$ cat config.mk
export PLATFORM = sky130hd
export DESIGN_NAME = fft_frame_arbiter_flat
export DESIGN_NICKNAME = d
export VERILOG_FILES = /design/src/rtl/fft_frame_arbiter_if.sv /design/src/rtl/fft_frame_arbiter.sv /design/src/flat_wrapper.sv
export SDC_FILE = /design/constraint.sdc
export NUM_CORES = 1
export LEC_CHECK = 0
export CAP_MARGIN = 5
export CORE_UTILIZATION = 40
export CTS_BUF_LIST = sky130_fd_sc_hd__clkbuf_4
export DETAILED_ROUTE_END_ITERATION = 8
export GPL_TIMING_DRIVEN = 0
export PLACE_DENSITY = 0.91
export SYNTH_ARGS = -nofsm -noshare
export SYNTH_HDL_FRONTEND = slang
export SYNTH_SLANG_ARGS = --single-unit
$ cat constraint.sdc
create_clock -name clk -period 2.45 [get_ports clk]
set_input_delay 0.3675 -clock clk [delete_from_list [all_inputs] [get_ports clk]]
set_output_delay 0.3675 -clock clk [all_outputs]
set_load 0.005 [all_outputs]
$ cat src/rtl/fft_frame_arbiter_if.sv
// Bundle of the request/grant, sample and FFT-output signals shared between
// the four frame sources, the FFT core and the round-robin frame arbiter.
interface fft_frame_arbiter_if #(
    parameter int DATA_FFT_SIZE = 16
);
    logic [3:0]                   req;
    logic [3:0]                   grant;
    logic [3:0]                   in_valid;
    logic [4*DATA_FFT_SIZE-1:0]   in_data_i;
    logic [4*DATA_FFT_SIZE-1:0]   in_data_q;
    logic                         fft_wayt_data;
    logic                         fft_valid;
    logic [DATA_FFT_SIZE-1:0]     fft_data_i;
    logic [DATA_FFT_SIZE-1:0]     fft_data_q;
    logic                         fft_complete;
    logic [3:0]                   out_complete;
    logic [1:0]                   out_owner;
    logic [3:0]                   done;
    logic                         busy;
    logic                         err_orphan;

    // Arbiter side of the bundle
    modport slave (
        input  req, in_valid, in_data_i, in_data_q, fft_wayt_data, fft_complete,
        output grant, fft_valid, fft_data_i, fft_data_q, out_complete, out_owner,
               done, busy, err_orphan
    );

    // Sources / FFT core side of the bundle
    modport master (
        output req, in_valid, in_data_i, in_data_q, fft_wayt_data, fft_complete,
        input  grant, fft_valid, fft_data_i, fft_data_q, out_complete, out_owner,
               done, busy, err_orphan
    );
endinterface

$ cat src/rtl/fft_frame_arbiter.sv
// Round-robin frame arbiter sharing one FFT core between four frame sources.
// A granted source streams exactly NFFT samples to the core; the owner of each
// loaded frame is queued in a 2-deep FIFO so the FFT output frames can be
// routed back to the source that loaded them.
module fft_frame_arbiter #(
    parameter int SIZE_BUFFER   = 4,
    parameter int DATA_FFT_SIZE = 16
) (
    input  logic                  clk,
    input  logic                  reset,
    fft_frame_arbiter_if.slave    bus
);

    localparam int NFFT = 1 << SIZE_BUFFER;
    localparam logic [SIZE_BUFFER:0] LAST_IDX = (SIZE_BUFFER+1)'(NFFT - 1);

    typedef enum logic {
        IDLE,
        LOAD
    } loadState_t;

    loadState_t                 state_q;
    logic [3:0]                 grant_q;
    logic [1:0]                 owner_q;
    logic [1:0]                 ptr_q;
    logic [SIZE_BUFFER:0]       cnt_q;
    logic                       fftValid_q;
    logic [DATA_FFT_SIZE-1:0]   fftDataI_q;
    logic [DATA_FFT_SIZE-1:0]   fftDataQ_q;

    logic [1:0]                 fifoMem_q [2];
    logic                       wrPtr_q;
    logic                       rdPtr_q;
    logic [1:0]                 fifoCount_q;
    logic [1:0]                 fifoCount_d;

    logic [SIZE_BUFFER:0]       ocnt_q;
    logic [3:0]                 done_q;
    logic                       errOrphan_q;

    logic                       winnerFound;
    logic [1:0]                 winnerIdx;
    logic [1:0]                 candidate;
    logic                       startGrant;
    logic                       ownerValid;
    logic [DATA_FFT_SIZE-1:0]   ownerDataI;
    logic [DATA_FFT_SIZE-1:0]   ownerDataQ;
    logic                       pushEn;
    logic                       popEn;
    logic                       fifoNonEmpty;
    logic [1:0]                 head;

    assign fifoNonEmpty = (fifoCount_q != 2'd0);
    assign head         = fifoMem_q[rdPtr_q];
    assign ownerValid   = bus.in_valid[owner_q];
    assign ownerDataI   = bus.in_data_i[int'(owner_q)*DATA_FFT_SIZE +: DATA_FFT_SIZE];
    assign ownerDataQ   = bus.in_data_q[int'(owner_q)*DATA_FFT_SIZE +: DATA_FFT_SIZE];

    // Pick the first pending requester scanning upward from the priority pointer
    always_comb begin
        winnerFound = 1'b0;
        winnerIdx   = ptr_q;
        candidate   = ptr_q;
        for (int i = 0; i < 4; i++) begin
            candidate = ptr_q + 2'(i);
            if (!winnerFound && bus.req[candidate]) begin
                winnerFound = 1'b1;
                winnerIdx   = candidate;
            end
        end
    end

    // A new grant needs an idle core and room for its owner; the count is the pre-pop value
    assign startGrant = (state_q == IDLE) && winnerFound && bus.fft_wayt_data
                        && (fifoCount_q < 2'd2);
    assign pushEn     = (state_q == LOAD) && ownerValid && (cnt_q == LAST_IDX);
    assign popEn      = bus.fft_complete && fifoNonEmpty && (ocnt_q == LAST_IDX);

    // Next FIFO occupancy; a simultaneous push and pop leaves it unchanged
    always_comb begin
        fifoCount_d = fifoCount_q;
        case ({pushEn, popEn})
            2'b10:   fifoCount_d = fifoCount_q + 2'd1;
            2'b01:   fifoCount_d = fifoCount_q - 2'd1;
            default: fifoCount_d = fifoCount_q;
        endcase
    end

    // Load FSM: grant a source, forward its samples (gaps included) until NFFT are taken
    always_ff @(posedge clk) begin
        if (reset) begin
            state_q    <= IDLE;
            grant_q    <= 4'b0000;
            owner_q    <= 2'd0;
            ptr_q      <= 2'd0;
            cnt_q      <= '0;
            fftValid_q <= 1'b0;
            fftDataI_q <= '0;
            fftDataQ_q <= '0;
        end else begin
            case (state_q)
                IDLE: begin
                    fftValid_q <= 1'b0;
                    if (startGrant) begin
                        grant_q <= 4'(4'b0001 << winnerIdx);
                        owner_q <= winnerIdx;
                        ptr_q   <= winnerIdx + 2'd1;
                        cnt_q   <= '0;
                        state_q <= LOAD;
                    end
                end
                LOAD: begin
                    if (ownerValid) begin
                        fftValid_q <= 1'b1;
                        fftDataI_q <= ownerDataI;
                        fftDataQ_q <= ownerDataQ;
                        cnt_q      <= cnt_q + 1'b1;
                        if (cnt_q == LAST_IDX) begin
                            grant_q <= 4'b0000;
                            state_q <= IDLE;
                        end
                    end else begin
                        fftValid_q <= 1'b0;
                    end
                end
                default: begin
                    state_q    <= IDLE;
                    grant_q    <= 4'b0000;
                    fftValid_q <= 1'b0;
                end
            endcase
        end
    end

    // Owner FIFO: record who loaded each frame, release it when its output frame ends
    always_ff @(posedge clk) begin
        if (reset) begin
            fifoMem_q[0] <= 2'd0;
            fifoMem_q[1] <= 2'd0;
            wrPtr_q      <= 1'b0;
            rdPtr_q      <= 1'b0;
            fifoCount_q  <= 2'd0;
        end else begin
            if (pushEn) begin
                fifoMem_q[wrPtr_q] <= owner_q;
                wrPtr_q            <= ~wrPtr_q;
            end
            if (popEn) begin
                rdPtr_q <= ~rdPtr_q;
            end
            fifoCount_q <= fifoCount_d;
        end
    end

    // Output side: count FFT output samples, pulse done for the owner, flag orphan output
    always_ff @(posedge clk) begin
        if (reset) begin
            ocnt_q      <= '0;
            done_q      <= 4'b0000;
            errOrphan_q <= 1'b0;
        end else begin
            done_q      <= 4'b0000;
            errOrphan_q <= 1'b0;
            if (bus.fft_complete) begin
                if (fifoNonEmpty) begin
                    if (ocnt_q == LAST_IDX) begin
                        ocnt_q <= '0;
                        done_q <= 4'(4'b0001 << head);
                    end else begin
                        ocnt_q <= ocnt_q + 1'b1;
                    end
                end else begin
                    errOrphan_q <= 1'b1;
                end
            end
        end
    end

    assign bus.grant        = grant_q;
    assign bus.fft_valid    = fftValid_q;
    assign bus.fft_data_i   = fftDataI_q;
    assign bus.fft_data_q   = fftDataQ_q;
    assign bus.out_owner    = head;
    assign bus.out_complete = (bus.fft_complete && fifoNonEmpty) ? 4'(4'b0001 << head) : 4'b0000;
    assign bus.done         = done_q;
    assign bus.busy         = (state_q != IDLE) || fifoNonEmpty;
    assign bus.err_orphan   = errOrphan_q;

endmodule

$ cat src/flat_wrapper.sv
// flat-port wrapper written by rule: the top's interface ports become plain ports
module fft_frame_arbiter_flat 
#(
    parameter int SIZE_BUFFER   = 4,
    parameter int DATA_FFT_SIZE = 16
)
  (clk, reset, bus_req, bus_in_valid, bus_in_data_i, bus_in_data_q, bus_fft_wayt_data, bus_fft_complete, bus_grant, bus_fft_valid, bus_fft_data_i, bus_fft_data_q, bus_out_complete, bus_out_owner, bus_done, bus_busy, bus_err_orphan);
  fft_frame_arbiter_if #(.DATA_FFT_SIZE(DATA_FFT_SIZE)) bus_i ();
  input  logic clk;
  input  logic reset;
  input wire logic [$bits(bus_i.req)-1:0] bus_req;
  input wire logic [$bits(bus_i.in_valid)-1:0] bus_in_valid;
  input wire logic [$bits(bus_i.in_data_i)-1:0] bus_in_data_i;
  input wire logic [$bits(bus_i.in_data_q)-1:0] bus_in_data_q;
  input wire logic [$bits(bus_i.fft_wayt_data)-1:0] bus_fft_wayt_data;
  input wire logic [$bits(bus_i.fft_complete)-1:0] bus_fft_complete;
  output wire logic [$bits(bus_i.grant)-1:0] bus_grant;
  output wire logic [$bits(bus_i.fft_valid)-1:0] bus_fft_valid;
  output wire logic [$bits(bus_i.fft_data_i)-1:0] bus_fft_data_i;
  output wire logic [$bits(bus_i.fft_data_q)-1:0] bus_fft_data_q;
  output wire logic [$bits(bus_i.out_complete)-1:0] bus_out_complete;
  output wire logic [$bits(bus_i.out_owner)-1:0] bus_out_owner;
  output wire logic [$bits(bus_i.done)-1:0] bus_done;
  output wire logic [$bits(bus_i.busy)-1:0] bus_busy;
  output wire logic [$bits(bus_i.err_orphan)-1:0] bus_err_orphan;
  assign bus_i.req = bus_req;
  assign bus_i.in_valid = bus_in_valid;
  assign bus_i.in_data_i = bus_in_data_i;
  assign bus_i.in_data_q = bus_in_data_q;
  assign bus_i.fft_wayt_data = bus_fft_wayt_data;
  assign bus_i.fft_complete = bus_fft_complete;
  assign bus_grant = bus_i.grant;
  assign bus_fft_valid = bus_i.fft_valid;
  assign bus_fft_data_i = bus_i.fft_data_i;
  assign bus_fft_data_q = bus_i.fft_data_q;
  assign bus_out_complete = bus_i.out_complete;
  assign bus_out_owner = bus_i.out_owner;
  assign bus_done = bus_i.done;
  assign bus_busy = bus_i.busy;
  assign bus_err_orphan = bus_i.err_orphan;
  fft_frame_arbiter #(.SIZE_BUFFER(SIZE_BUFFER), .DATA_FFT_SIZE(DATA_FFT_SIZE)) u_core (.clk(clk), .reset(reset), .bus(bus_i));
endmodule
==> results.toml, run 1 <==
[run_status]
outcome = "completed"

[power_and_ir_drop]
comb_power_share = 0.260
irDropWorstVdd_uv = 241.2
p_sw_frac = 0.2595
leakage_nw = 1.993
pwr-share-clk = 0.310
power_density_nw_per_um2 = 478.0
p_int_mw = 1.997
pwr-share-seq = 0.430
switchingPower_mw = 0.7000

[grt]
grt-ovfl-total = 0
grt_pass1_vias = 3551
antenna_found_initial = 0
grt_max_degree = 14
grt_pass1_wl_um = 15940
grt_usage = 0.2334

[route]
wire_per_inst_um = 15.44
via_count = 3471
antenna_left = 0
viasPerCell = 5.220
finalWirelength_um = 10270
drc = 0
drt_iter0_markers = 127
detail_route.first_pass.iterations = 4

[min_path]
min_path_cells = 2
hold_class = "reg2reg"
min_to = "u_core.bus.fft_data_q[13]"
min_from = "u_core.bus.fft_data_q[13]"

[critical_path]
worstRegToRegCells = 7
cp-end-kind = "output pin"
timing.rr.start = "u_core.owner_q[0]"
rr_endpoint = "u_core.fifoCount_q[1]"
cp.required_ns = 2.08
crit_fanout = 5
crit_path_start_kind = "flip-flop"
regToRegSetupSlack_ns = 0.23
arrival_ns = 1.91
worstSetupPathType = "reg2out"

[placed_design]
dp_hpwl_um = 8244
pre_cts_ws_ns = -0.03119
port_buffers = 188
routabilityCongestion = 0.8179

[sta]
hold_viol = 0
slew_viol_final = 0
fin_skew_ns = 0.01814
relSlewSlack = 0.5772
finalCriticalPeriod_ns = 2.279
fin_ws_ns = 0.1709
max_slew.worst_pin.slew_ns = 0.6342
setup_viol = 0
finalCritPeriodShare = 0.9302
rsz0062_at_grt = "false"
clock.fmax_ghz = 0.4388
hold_ws_ns = 0.4589

[synthesis]
async_flop_share = 0
syn-cell-area_um2 = 3457
synth_cells = 356
synth-seq-area-share = 0.3938
syn-num-nets = 504
synth_top_cell_area_share = 0.3590
syn_area_per_cell_um2 = 9.711
yosysMostFrequentCell = "nand2_1"
synth_flop_cell = "dfxtp_1"
synth_edf_count = 4
yosys-top-cells-count = "82 x nand2_1, 62 x dfxtp_1, 47 x a21oi_1"
ys.warnings.count = 0
synthTopCellsByArea = "dfxtp_1 36%, mux4_2 21%, nand2_1 8.9%"
synth.distinct_cells = 39
ys_ff_latch = 66
synth_top_cell_by_area = "dfxtp_1"

[cts]
htreeDepth = 3
cts_buffers = 9
cts_buffer_depth = 2
clk_pin_slew_worst_paths_ns = 0.12
clock_sinks = 66
cts_root_buffer = "clkbuf_4"
worstSkewPairLatency_ns = 0.39
tritoncts = "done"

[cells_and_area]
area_growth_pct = 63.23
num-nets-final = 703
n_antenna_cell = 0
drive_gt1_frac = 0.1250

[die]
die_area_um2 = 9018
start_util = 0.4166
io_pins = 189
fp.dieH_um = 94.97
core-area_um2 = 8299
row_count = 33
die_w_um = 94.97

[flow_run]
maxCapViolCount = 0
-- timing repair --
action / in CTS / in global routing
endpoints found under the setup margin: 0 / 4
setup buffers: 0 / 0
resized for setup: 0 / 1
hold buffers: 0 / 0
-- worst max-delay path, stage by stage (launching register included) --
cell,delay (ns)
dfxtp_1,0.39
mux2i_1,0.40
nand2_1,0.12
nor2_1,0.11
clkdlybuf4s50_1,0.50
-- state kept, by name, summed over array words and instances, names as in the netlist, 2 cells and up, named ones only --
signal and count:
u_core.bus.done 4, u_core.bus.grant 4, u_core.fifoMem_q 4, u_core.ptr_q 2, u_core.cnt_q 5, u_core.ocnt_q 5, u_core.fifoCount_q 2, u_core.bus.fft_data_q 16
u_core.bus.fft_data_i 16, u_core.owner_q 2
-- cell families after synthesis --
logic type                 after synthesis  synth area share
AOI/OAI and AO/OA                       64           0.09989
xor gates and xnor gates                 7           0.01773
adders and majority gates                8           0.02896
buffers and inverters                   32           0.05320
DFF                                     66            0.3938
muxes                                   35            0.2208
and+or+nand+nor                        144            0.1857
-- stage by stage --
stage	power [mW]	utilization	TNS (ns)	cell area, um^2	instances
6_report	2.697	0.6799	0	5643	665
5_1_grt	2.832	0.6799	0	5643	665
4_1_cts	2.723	0.6795	0	5639	665
3_5_place_dp	1.885	0.6591	-0.03119	5470	649
3_3_place_gp	1.867	0.6591	-0.02438	5470	649
2_1_floorplan	1.502	-	0	3457	356
-- layout by cell type (no fill, tap or decap), drive strengths merged --
cell type / n
nor2: 17
clkinv: 1
ha: 8
or2: 1
a311oi: 1
bufinv: 2
o221ai: 1
clkdlybuf4s50: 188
or3: 2
nand3: 15
clkinvlp: 2
inv: 8
nor3: 7
nand2b: 3
nor2b: 4
nor4b: 3
nand2: 84
o21a: 1
o211a: 1
o21ai: 10
o221a: 1
and2: 4
mux2i: 2
a21oi: 47
o31ai: 1
xor2: 5
edfxtp: 4
xnor2: 2
and3: 3
a31oi: 1
or4: 1
buf: 15
clkbuf: 20
mux4: 33
dfxtp: 62
-- layer usage --
layer	vias to the layer above	share of wire	GRT usage	routed length, um
met1	1638	0.37	0.2542	3778
met5	-	0	0	0
met3	15	0.070	0.04428	723
li1	1671	-	-	-
met4	0	0.015	0.08965	153
met2	147	0.55	0.4412	5611
-- layout make-up --
cell class	instances	area, um^2
tap	105	131.4
timing repair buffer	188	1882
multi-input combinational	258	1916
buffer	26	161.4
clock inverter	7	101.3
inverter	6	22.52
clock buffer	9	67.56
sequential	66	1361
fill	629	2656
-- worst max path at each step --
stage	startpoint	to	slack, ns	depth (start not counted)
2_1_floorplan	u_core.owner_q[0]	u_core.fifoCount_q[1]	0.43	7
3_3_place_gp	bus_fft_complete	u_core.fifoCount_q[1]	-0.02	6
3_5_place_dp	bus_fft_complete	u_core.fifoCount_q[1]	-0.03	6
4_1_cts	u_core.fifoCount_q[0]	bus_out_complete[3]	0.07	4
5_1_grt	flip-flop	bus_out_complete[1]	0.006	4
6_report	flip-flop	bus_out_complete[0]	0.17	4
-- power groups by stage --
| stage | Clock, mW | Sequential, mW | Combinational [mW] |
|---|---|---|---|
| final | 0.837 | 1.16 | 0.700 |
| after global routing | 0.908 | 1.17 | 0.759 |
| after CTS | 0.858 | 1.16 | 0.706 |
| after detailed placement | 0 | 1.18 | 0.701 |
| after global placement | 0 | 1.18 | 0.686 |
| after floorplan | 0 | 1.18 | 0.319 |
(Power assumes the default switching activity.)
==> run 2, diff against run 1 <==
--- a/config.mk
+++ b/config.mk
@@ -5,12 +5,12 @@
 export SDC_FILE = /design/constraint.sdc
 export NUM_CORES = 1
 export LEC_CHECK = 0
-export CAP_MARGIN = 5
 export CORE_UTILIZATION = 40
 export CTS_BUF_LIST = sky130_fd_sc_hd__clkbuf_4
 export DETAILED_ROUTE_END_ITERATION = 8
 export GPL_TIMING_DRIVEN = 0
-export PLACE_DENSITY = 0.91
+export PLACE_DENSITY = 0.82
 export SYNTH_ARGS = -nofsm -noshare
 export SYNTH_HDL_FRONTEND = slang
 export SYNTH_SLANG_ARGS = --single-unit
+export TNS_END_PERCENT = 30
==> run 2 against run 1 <==
Effect of this change:
- count of clock-buffer cells in the layout grew 1
- cell count stayed put
- register-to-register slack about the same
- critical path type unchanged
- first-iteration DRC count is 7.9% higher
- fmax up 2.4%
- critical path depth unchanged
- combinational power barely moved
- cell area down 0.33%
- utilization fell by 0.23 points
- sequential cell count stayed put
==> results.toml, run 2 (synthesized netlist as in run 1, its figures left out) <==
[critical_path]
regToRegSetupSlack_ns = 0.24
cp_top_family = "buffers and inverters"
timing.rr.start = "u_core.owner_q[0]"
rr_endpoint = "u_core.fifoCount_q[1]"
cp_slowest_stage_delay_ns = 0.51
crit_fanout = 5
crit_path_start_kind = "flip-flop"
worstRegToRegCells = 7
arrival_ns = 1.86
worstSetupPathType = "reg2out"
path_cells = "mux2i_2 -> nand2_1 -> nor2_1 -> clkdlybuf4s50_1"
critPathSlowestCell = "clkdlybuf4s50_1"
cp-end-kind = "output pin"
cp.required_ns = 2.08
worst-path-buf-inv = 1

[die]
io_pins = 189
row_count = 33
fp.dieH_um = 94.97
start_util = 0.4166
die_w_um = 94.97
core-area_um2 = 8299
die_area_um2 = 9018

[cells_and_area]
num-nets-final = 703
n_fill_cell = 651
area_growth_pct = 62.69
stdcell_count = 665
drive_gt1_frac = 0.1286
final_common_cell = "clkdlybuf4s50_1"
final_cell_mix = "188 x clkdlybuf4s50_1, 82 x nand2_1, 62 x dfxtp_1"
n_antenna_cell = 0

[sta]
hold_ws_ns = 0.4653
finalCritPeriodShare = 0.9083
clock.fmax_ghz = 0.4494
fin_skew_ns = 0.01294
rsz0062_at_grt = "false"
slew_viol_final = 0
setup_viol = 0
max_slew.worst_pin.slew_ns = 0.6512
relSlewSlack = 0.5659
hold_viol = 0
finalCriticalPeriod_ns = 2.225

[grt]
grt_usage = 0.2381
grt_pass1_wl_um = 16120
grt_pass1_vias = 3451
grt-ovfl-total = 0
antenna_found_initial = 0
grt_max_degree = 13

[power_and_ir_drop]
p_sw_frac = 0.2690
power_density_nw_per_um2 = 462.1
leakage_nw = 1.986
pwr-share-seq = 0.446
switchingPower_mw = 0.6989
pwr-share-clk = 0.284
irDropWorstVdd_uv = 241.8
p_int_mw = 1.900
comb_power_share = 0.270

[placed_design]
port_buffers = 188
routabilityCongestion = 0.8531
dp_hpwl_um = 8652
dp_cells = 649

[cts]
clock_sinks = 66
hold_buffers = 0
tritoncts = "done"
cts_buffer_depth = 2
clk_pin_slew_worst_paths_ns = 0.12
worstSkewPairLatency_ns = 0.40
cts_buffers = 9
htreeDepth = 3
cts_root_buffer = "clkbuf_4"
cts_resized = 0
cts_setup_buffers = 0

[min_path]
min_from = "u_core.bus.fft_data_q[4]"
hold_class = "reg2reg"
min_to = "u_core.bus.fft_data_q[4]"
min_path_cells = 2

[route]
finalWirelength_um = 10640
wire_per_inst_um = 16.00
drc = 0
viasPerCell = 5.233
detail_route.first_pass.iterations = 4
via_count = 3480
antenna_left = 0
drt_iter0_markers = 137

[flow_run]
maxCapViolCount = 0

[run_status]
outcome = "completed"
run 2: cell types whose count changed in the layout (fill, tap and decap cells not counted):
cell	delta
clkbuf_4	+1
clkinv_4	+1
bufinv_16	-1
clkinv_2	+1
inv_6	-2
mux2i_1	-2
mux2i_2	+2
run 2: worst max path at each step:
stage	end	slack (ns)	start	depth (start not counted)
5_1_grt	bus_out_complete[2]	0.03	flip-flop	4
2_1_floorplan	u_core.fifoCount_q[1]	0.43	u_core.owner_q[0]	7
3_5_place_dp	u_core.fifoCount_q[1]	-0.08	bus_fft_complete	6
6_report	bus_out_complete[2]	0.22	flip-flop	4
3_3_place_gp	u_core.fifoCount_q[1]	-0.02	bus_fft_complete	6
4_1_cts	bus_out_complete[3]	0.04	u_core.fifoCount_q[0]	4
run 2: power groups by stage:
stage / clock network (mW) / registers (mW) / logic [mW]
after floorplan: 0 / 1.18 / 0.319
after global placement: 0 / 1.18 / 0.690
after detailed placement: 0 / 1.18 / 0.704
after CTS: 0.750 / 1.16 / 0.706
after global routing: 0.796 / 1.17 / 0.759
final: 0.737 / 1.16 / 0.702
run 2: tightest hold or removal path: stages (launching register included):
cell and delay (ns):
dfxtp_1 0.33, nand2_1 0.05, a21oi_1 0.05
run 2: through the flow:
stage | setup WS, ns | utilization | cell area, um^2 | total power [mW] | setup TNS [ns]
after global routing | 0.02899 | 0.6777 | 5624 | 2.721 | 0
after global placement | -0.01985 | 0.6591 | 5470 | 1.870 | -0.01985
after floorplan | 0.4325 | - | 3457 | 1.502 | 0
after CTS | 0.03649 | 0.6763 | 5613 | 2.615 | 0
after detailed placement | -0.07774 | 0.6591 | 5470 | 1.887 | -0.07774
final | 0.2247 | 0.6777 | 5624 | 2.599 | 0
run 2: cell type report:
class / count / area, um^2 / share of cell area
multi-input combinational: 258 / 1923 / 0.3419
timing repair buffer: 188 / 1882 / 0.3346
sequential: 66 / 1361 / 0.2420
buffer: 26 / 161.4 / 0.02870
tap: 105 / 131.4 / 0.02336
clock buffer: 10 / 75.07 / 0.01335
clock inverter: 6 / 67.56 / 0.01201
inverter: 6 / 22.52 / 0.004004
run 2: per-layer routing:
metal,GRT usage,part of all wire,vias to the layer above
met4,0.07197,0.0070,0
met1,0.2574,0.35,1658
met5,0,0,-
met3,0.06924,0.086,6
li1,-,-,1662
met2,0.4436,0.56,154
